==> src/rtl/multicycle_control_pkg.sv <==
// Shared encodings for the multicycle MIPS control path and datapath:
// FSM states, opcodes, mux select codes and the decoded control word.
package multicycle_control_pkg;

    typedef enum logic [3:0] {
        S_FETCH  = 4'd0,
        S_DECODE = 4'd1,
        S_MEMADR = 4'd2,
        S_MEMRD  = 4'd3,
        S_MEMWB  = 4'd4,
        S_MEMWR  = 4'd5,
        S_EXEC   = 4'd6,
        S_ALUWB  = 4'd7,
        S_BRANCH = 4'd8,
        S_JUMP   = 4'd9,
        S_ADDIEX = 4'd10,
        S_ADDIWB = 4'd11
    } state_t;

    localparam logic [5:0] OP_R    = 6'b000000;
    localparam logic [5:0] OP_LW   = 6'b100011;
    localparam logic [5:0] OP_SW   = 6'b101011;
    localparam logic [5:0] OP_BEQ  = 6'b000100;
    localparam logic [5:0] OP_J    = 6'b000010;
    localparam logic [5:0] OP_ADDI = 6'b001000;

    typedef enum logic [1:0] {
        ALUB_REG    = 2'b00,
        ALUB_FOUR   = 2'b01,
        ALUB_IMM    = 2'b10,
        ALUB_IMM_SH = 2'b11
    } alu_src_b_t;

    typedef enum logic [1:0] {
        ALU_ADD   = 2'b00,
        ALU_SUB   = 2'b01,
        ALU_FUNCT = 2'b10
    } alu_op_t;

    typedef enum logic [1:0] {
        PC_ALU    = 2'b00,
        PC_ALUOUT = 2'b01,
        PC_JUMP   = 2'b10
    } pc_src_t;

    typedef struct packed {
        logic       pc_write;
        logic       pc_write_cond;
        logic       i_or_d;
        logic       mem_read;
        logic       mem_write;
        logic       ir_write;
        logic       reg_dst;
        logic       mem_to_reg;
        logic       reg_write;
        logic       alu_src_a;
        alu_src_b_t alu_src_b;
        alu_op_t    alu_op;
        pc_src_t    pc_source;
        logic       illegal_op;
    } ctrl_t;

    function automatic logic op_legal(input logic [5:0] op);
        return op inside {OP_R, OP_LW, OP_SW, OP_BEQ, OP_J, OP_ADDI};
    endfunction

endpackage

==> src/rtl/control_outdec.sv <==
// Combinational control-word decode from the current state; mem_ready only
// qualifies the FETCH register writes, opcode only flags illegal ops in DECODE.
module control_outdec
    import multicycle_control_pkg::*;
(
    input  state_t      state,
    input  logic        mem_ready,
    input  logic [5:0]  opcode,
    output ctrl_t       ctrl
);

    always_comb begin
        ctrl = '0;
        unique case (state)
            S_FETCH: begin
                ctrl.mem_read  = 1'b1;
                ctrl.alu_src_b = ALUB_FOUR;
                ctrl.alu_op    = ALU_ADD;
                ctrl.ir_write  = mem_ready;
                ctrl.pc_write  = mem_ready;
            end
            S_DECODE: begin
                ctrl.alu_src_b  = ALUB_IMM_SH;
                ctrl.alu_op     = ALU_ADD;
                ctrl.illegal_op = !op_legal(opcode);
            end
            S_MEMADR: begin
                ctrl.alu_src_a = 1'b1;
                ctrl.alu_src_b = ALUB_IMM;
            end
            S_MEMRD: begin
                ctrl.mem_read = 1'b1;
                ctrl.i_or_d   = 1'b1;
            end
            S_MEMWB: begin
                ctrl.reg_write  = 1'b1;
                ctrl.mem_to_reg = 1'b1;
            end
            S_MEMWR: begin
                ctrl.mem_write = 1'b1;
                ctrl.i_or_d    = 1'b1;
            end
            S_EXEC: begin
                ctrl.alu_src_a = 1'b1;
                ctrl.alu_src_b = ALUB_REG;
                ctrl.alu_op    = ALU_FUNCT;
            end
            S_ALUWB: begin
                ctrl.reg_write = 1'b1;
                ctrl.reg_dst   = 1'b1;
            end
            S_BRANCH: begin
                ctrl.alu_src_a     = 1'b1;
                ctrl.alu_op        = ALU_SUB;
                ctrl.pc_write_cond = 1'b1;
                ctrl.pc_source     = PC_ALUOUT;
            end
            S_JUMP: begin
                ctrl.pc_write  = 1'b1;
                ctrl.pc_source = PC_JUMP;
            end
            S_ADDIEX: begin
                ctrl.alu_src_a = 1'b1;
                ctrl.alu_src_b = ALUB_IMM;
                ctrl.alu_op    = ALU_ADD;
            end
            S_ADDIWB: begin
                ctrl.reg_write = 1'b1;
            end
            default: ctrl = '0;
        endcase
    end

endmodule

==> src/rtl/multicycle_control.sv <==
// Multicycle MIPS control FSM: state register and next-state sequencing;
// the control word itself comes from control_outdec.
module multicycle_control
    import multicycle_control_pkg::*;
#(
    parameter int OPW = 6,
    parameter int SW  = 4
) (
    input  logic           clk,
    input  logic           clr,
    input  logic [OPW-1:0] opcode,
    input  logic           zero,
    input  logic           mem_ready,
    output logic           pc_write,
    output logic           pc_write_cond,
    output logic           i_or_d,
    output logic           mem_read,
    output logic           mem_write,
    output logic           ir_write,
    output logic           reg_dst,
    output logic           mem_to_reg,
    output logic           reg_write,
    output logic           alu_src_a,
    output logic [1:0]     alu_src_b,
    output logic [1:0]     alu_op,
    output logic [1:0]     pc_source,
    output logic           illegal_op,
    output logic [SW-1:0]  state
);

    state_t     state_q, state_d;
    ctrl_t      ctrl_dec, ctrl;
    logic [5:0] op;
    logic       unused_zero;

    assign op = 6'(opcode);
    // The branch decision is made in the datapath (pc_write_cond & zero).
    assign unused_zero = zero;

    always_comb begin
        state_d = S_FETCH;
        unique case (state_q)
            S_FETCH:  state_d = mem_ready ? S_DECODE : S_FETCH;
            S_DECODE: begin
                unique case (op)
                    OP_LW, OP_SW: state_d = S_MEMADR;
                    OP_R:         state_d = S_EXEC;
                    OP_BEQ:       state_d = S_BRANCH;
                    OP_J:         state_d = S_JUMP;
                    OP_ADDI:      state_d = S_ADDIEX;
                    default:      state_d = S_FETCH;
                endcase
            end
            S_MEMADR: begin
                if (op == OP_LW)      state_d = S_MEMRD;
                else if (op == OP_SW) state_d = S_MEMWR;
                else                  state_d = S_FETCH;
            end
            S_MEMRD:  state_d = mem_ready ? S_MEMWB : S_MEMRD;
            S_MEMWR:  state_d = mem_ready ? S_FETCH : S_MEMWR;
            S_EXEC:   state_d = S_ALUWB;
            S_ADDIEX: state_d = S_ADDIWB;
            default:  state_d = S_FETCH;
        endcase
    end

    always_ff @(posedge clk or posedge clr) begin
        if (clr) state_q <= S_FETCH;
        else     state_q <= state_d;
    end

    control_outdec u_outdec (
        .state     (state_q),
        .mem_ready (mem_ready),
        .opcode    (op),
        .ctrl      (ctrl_dec)
    );

    // clr masks the FETCH decode so no write strobe leaks while in reset.
    assign ctrl = clr ? '0 : ctrl_dec;

    assign pc_write      = ctrl.pc_write;
    assign pc_write_cond = ctrl.pc_write_cond;
    assign i_or_d        = ctrl.i_or_d;
    assign mem_read      = ctrl.mem_read;
    assign mem_write     = ctrl.mem_write;
    assign ir_write      = ctrl.ir_write;
    assign reg_dst       = ctrl.reg_dst;
    assign mem_to_reg    = ctrl.mem_to_reg;
    assign reg_write     = ctrl.reg_write;
    assign alu_src_a     = ctrl.alu_src_a;
    assign alu_src_b     = ctrl.alu_src_b;
    assign alu_op        = ctrl.alu_op;
    assign pc_source     = ctrl.pc_source;
    assign illegal_op    = ctrl.illegal_op;
    assign state         = SW'(state_q);

endmodule

==> config.mk <==
export PLATFORM = sky130hd
export DESIGN_NAME = multicycle_control
export DESIGN_NICKNAME = d
export VERILOG_FILES = /design/src/rtl/multicycle_control_pkg.sv /design/src/rtl/control_outdec.sv /design/src/rtl/multicycle_control.sv
export SDC_FILE = /design/constraint.sdc
export NUM_CORES = 1
export LEC_CHECK = 0
export BUFFER_PORTS_ARGS = -buffer_cell sky130_fd_sc_hd__buf_2
export CORE_MARGIN = 3
export CORE_UTILIZATION = 40
export CTS_BUF_LIST = sky130_fd_sc_hd__clkbuf_4 sky130_fd_sc_hd__clkbuf_8
export DETAILED_ROUTE_END_ITERATION = 8
export PLACE_DENSITY = 0.72
export SLEW_MARGIN = 20
export SYNTH_ARGS = -nofsm -noshare
export SYNTH_HDL_FRONTEND = slang
export SYNTH_HIERARCHICAL = 1
export SYNTH_SLANG_ARGS = --single-unit
==> constraint.sdc <==
create_clock -name clk -period 1.7 [get_ports clk]
set_input_delay 0.255 -clock clk [delete_from_list [all_inputs] [get_ports clk]]
set_output_delay 0.255 -clock clk [all_outputs]
set_load 0.005 [all_outputs]
; Word level (Yosys, flattened, before mapping)
; Cells that the tools add are included.
[op_classes]
mux = 22
eq_ne = 16
n_reduce_logical = 10
[op_table]
columns = operator, count
row1 = 4-bit case mux with 7 select lines, 1
row2 = 4-bit case mux with 5 select lines, 1
row3 = 17-bit two-way mux, 1
row4 = 4-bit by 3-bit == test with 1-bit output (second input constant), 4
row5 = 4-bit == test (second input constant), 4
row6 = 6-bit == test (second input constant), 2
row7 = 3-bit two-way mux, 4
row8 = 1-bit two-way mux, 11
row9 = 4-bit by 2-bit == test with 1-bit output (second input constant), 2
row10 = 2-bit case mux with 2 select lines, 2
row11 = 2-bit OR reduction, 4
row12 = 6-bit by 2-bit == test with 1-bit output (second input constant), 1
row13 = 6-bit by 3-bit == test with 1-bit output (second input constant), 1
row14 = 6-bit by 4-bit == test with 1-bit output (second input constant), 1
row15 = 6-bit logical NOT, 1
row16 = 2-bit case mux with 3 select lines, 1
row17 = 6-bit nonzero test, 1
row18 = 4-bit by 1-bit == test with 1-bit output (second input constant), 1
row19 = 4-bit logical NOT, 1
row20 = 4-bit OR reduction, 1
row21 = 3-bit OR reduction, 1
row22 = 1-bit case mux with 2 select lines, 1
row23 = 1-bit logical NOT, 1
[word_totals]
elab_cells = 49
register_bits = 4
output_inout_bits = 21
input_bits = 10

; Logic depth before layout (Yosys ltp)
[depth]
depth_word = 5
mapped_depth = 5
mapped_depth_nobuf = 4

; Modules after synthesis
; The synthesis kept the hierarchy.
[by_module_without_submodules]
columns = module, area_per_inst_um2, seq_area_each_um2, cells_per_inst, instances
row1 = multicycle_control, 481.7, 100.1, 65, 1
row2 = control_outdec, 239.0, 0.0, 38, 1

; Worst setup path after synthesis
; No wires, ideal clock.
[synth_path]
path_type = reg2reg
start = register state_q[1], in the netlist state[1]
end = register state_q[3], in the netlist state[3]
arrival_ps = 1567
synth_period_minus_slack_ps = 1643
stages_incl_launch_ff = 5
path_buffers = 1
setup_time_ps = 76
path_slack_ps = 57
required_ps = 1624
path_cell_list = dfrtp_1 -> buf_6 -> or4b_4 -> or4_1 -> o21ai_1
[synth_via]
elab_chain_cells = 2
word_cells_on_any_way = 8
cone_classes = eq/ne: 6 / mux: 1 / reduce/logical: 1
[synth_rtl]
columns = element, line_no
row1 = start: declaration, multicycle_control.sv:31  ; state_t state_q, state_d;
row2 = start signal: assignment, multicycle_control.sv:69  ; else state_q <= state_d;
row3 = 4-bit == test (tied with other cells), multicycle_control.sv:42  ; unique case (state_q)
row4 = 4-bit case mux with 7 select lines *, multicycle_control.sv:42
row5 = named net state_d[3], multicycle_control.sv:31
; Mark *: on every way through the listed nets, which the timed path passes. The rest lies on a longest branch.

==> metrics.yaml <==
status: "finished clean"
pre_cts_slack_ns: 0.1242
fin_crit_sh_pct: 98.32
p_sw_uw: 457.3
met1_length_um: 903
tns_ns: 0
fin_ws_ns: 0.02849
layout.area.seq_sq_um: 103.9
ff2ff_setup_slack_ns: 0.10
ctsHoldBuffers: 0
placed_area_sq_um: 893.4
critPathCaptureType: "output pin"
wl_met3_um: 87
multiInputGateArea_sq_um: 589.3
p_per_area_mw_per_mm2: 1083
p_leak_nw: 0.4868
reg2reg_depth: 3
worstSkewPairLatency_ns: 0.24
drive_gt1_share_pct: 44.68
min_path_type: "input pin to async pin"
post-place-cells: 152
grt_antenna_before_repair: 0
power_mw: 1.133
sequentialPowerShare_pct: 13.8
clockPowerShare_pct: 10.6
min_period_ns: 1.672
drv_cap: 0
p_comb_share_pct: 75.5
die_h_um: 48.45
start_util_pct: 45.21
finClkSkew_ns: 0.009933
r2r_start: "state[1]"
cp_slowest_cell: "dfrtp_1"
slowest_delay_ns: 0.38
top_layer: "met4"
gp_congestion: 0.8307
clockRootBuffer: "clkbuf_4"
most-common-layout-cells: "buf_2, nor2b_1, buf_4"
peakVddDrop_uv: 586.7
synth_cells: 103
ios: 31
die_w_um: 48.45
ant_nets: 0
cts_tree: "built"
ys_seq_area_share_pct: 13.89
clock-sinks: 4
required_ns: 1.44
wl_per_cell_um: 12.21
wl_met2_um: 1008
reg2reg_to: "state[3]"
largest_reg_flops: 4
crit_path_end: "pc_write"
critPathLaunchType: "flop"
core_area_sq_mm: 0.001594
final_net_count: 153
first_global_vias: 724
ys_seq_elements: 4
cp_top_family: "simple AND/OR/NAND/NOR gates"
critPathKind: "flop to output pin"
max_slew.worst_pin.slew_ns: 0.3022
die_area_sq_mm: 0.002347
drt_pass1_iterations: 4
antennaDiodeCount: 0
cts_htree_levels: 1
cts-buffers-inserted: 3
vias: 856
cts.path.max_buffers: 2
synth_nets: 113
worst_ep_arrival_time_ns: 1.42
worstPathCellList: "buf_6 -> nor3b_2 -> a21oi_1 -> nor3_1 -> nor2b_1 -> buf_2"
overflow: 0
gr-usage-all-layers_pct: 16.04
fillers: 140
hold_viol_final: 0
critPathMaxFanout: 6
drc_errors: 0
relSlewSlack_pct: 79.73
crit_buf_inv: 2
switching_share_pct: 40.37
finalInstanceArea_sq_mm: 0.001046
report.final.setup_viol: 0
yosys_warnings: 6
avgSynthCellArea_sq_um: 6.997
core.rowCount: 14
crit_start: "state[0]"
drt_iter0_drc: 17
yosysUniqueCellTypes: 37
intPower_uw: 675.6
drt-total-wl_um: 2015
numPortBuffers: 29
hpwl_um: 1344
max_freq_ghz: 0.5983
stdcell_count: 165
final_common_cell: "buf_2"
rsz0062_at_grt: "yes"
cts.clk_slew.worst_paths_ns: 0.05
grt_pass1_wl_um: 3174
cp.depth: 6
grt_start_max_net_pins: 19
slew_viol_final: 0
vias_per_cell: 5.188
netlist_area_sq_um: 720.7
area_delta_synth_final_pct: 45.14
## worst min-delay path by stage
stage,end,cells after the start,start
after floorplan,state[0],2,clr
after global placement,state[3],2,clr
after detailed placement,state[0],2,clr
after CTS,state[0],2,clr
after global routing,state[2],2,clr
final,state[2],2,clr
## kinds of logic after synthesis
logic type / count (synthesis) / share of synthesized area, %
buffers and inverters: 14 / 10.42
xor gates and xnor gates: 4 / 4.862
AOI/OAI and AO/OA: 20 / 19.62
and+or+nand+nor: 60 / 49.65
DFF: 4 / 13.89
adders and majority gates: 1 / 1.562
## per-layer routing
layer | vias to the layer above | GRT usage [%]
met1 | 390 | 20.53
met4 | 0 | 6.635
met5 | - | 0
met2 | 24 | 26.38
li1 | 440 | -
met3 | 2 | 3.067
## cells in the mapped netlist, drive strengths merged
cell / count / area share [%]
nor3: 10 / 7.6
o22ai: 1 / 0.87
xor2: 1 / 1.2
a2111oi: 1 / 2.1
a32oi: 1 / 1.2
nor3b: 2 / 2.1
nand3b: 1 / 1.0
o41ai: 1 / 1.2
or3b: 2 / 2.4
nor2: 8 / 4.2
or4b: 1 / 1.9
maj3: 1 / 1.6
a22oi: 1 / 1.0
a311o: 1 / 1.4
nand4b: 1 / 1.2
or2b: 1 / 1.0
o21ai: 7 / 4.9
nor4: 1 / 0.87
nor2b: 17 / 15
xnor2: 3 / 3.6
a32o: 1 / 1.4
o31ai: 1 / 1.7
buf: 7 / 6.8
nand2b: 6 / 6.2
inv: 4 / 2.1
dfrtp: 4 / 14
o21a: 1 / 1.0
nand3: 3 / 2.1
nand2: 6 / 3.1
clkbuf: 3 / 1.6
or4: 1 / 1.0
a21oi: 4 / 2.8
## worst register-to-register path: stages (launching register included)
cell and delay (ns):
dfrtp_2 0.43, or4b_4 0.56, or4_1 0.40, o21ai_1 0.12
## power by group through the flow
stage | Clock (mW) | Combinational (mW) | Sequential, mW
after global routing | 0.130 | 0.925 | 0.161
after global placement | 0 | 0.641 | 0.157
after CTS | 0.113 | 0.667 | 0.159
after detailed placement | 0 | 0.654 | 0.159
after floorplan | 0 | 0.434 | 0.155
final | 0.120 | 0.856 | 0.157
## through the flow
| step | hold slack [ns] | util, % |
|---|---|---|
| 6_report | 0.03961 | 65.62 |
| 5_1_grt | 0.07180 | 65.62 |
| 4_1_cts | 0.04777 | 58.01 |
| 3_5_place_dp | 0.2860 | 56.04 |
| 3_3_place_gp | 0.2721 | 56.04 |
| 2_1_floorplan | 0.2325 | - |
## repair_timing
| action | 4_1_cts | 5_1_grt |
|---|---|---|
| pin swaps | 0 | 2 |
| gates resized for setup | 2 | 12 |
| endpoints found under the setup margin | 3 | 15 |
| cloned | 0 | 0 |
| buffers inserted | 0 | 10 |
## final cells by class
cell class	count	share of cell area, %
tap	24	2.871
multi-input combinational	85	56.34
clock buffer	3	2.153
sequential	4	9.928
inverter	4	1.435
timing repair buffer	45	27.27
(Power assumes the default switching activity.)
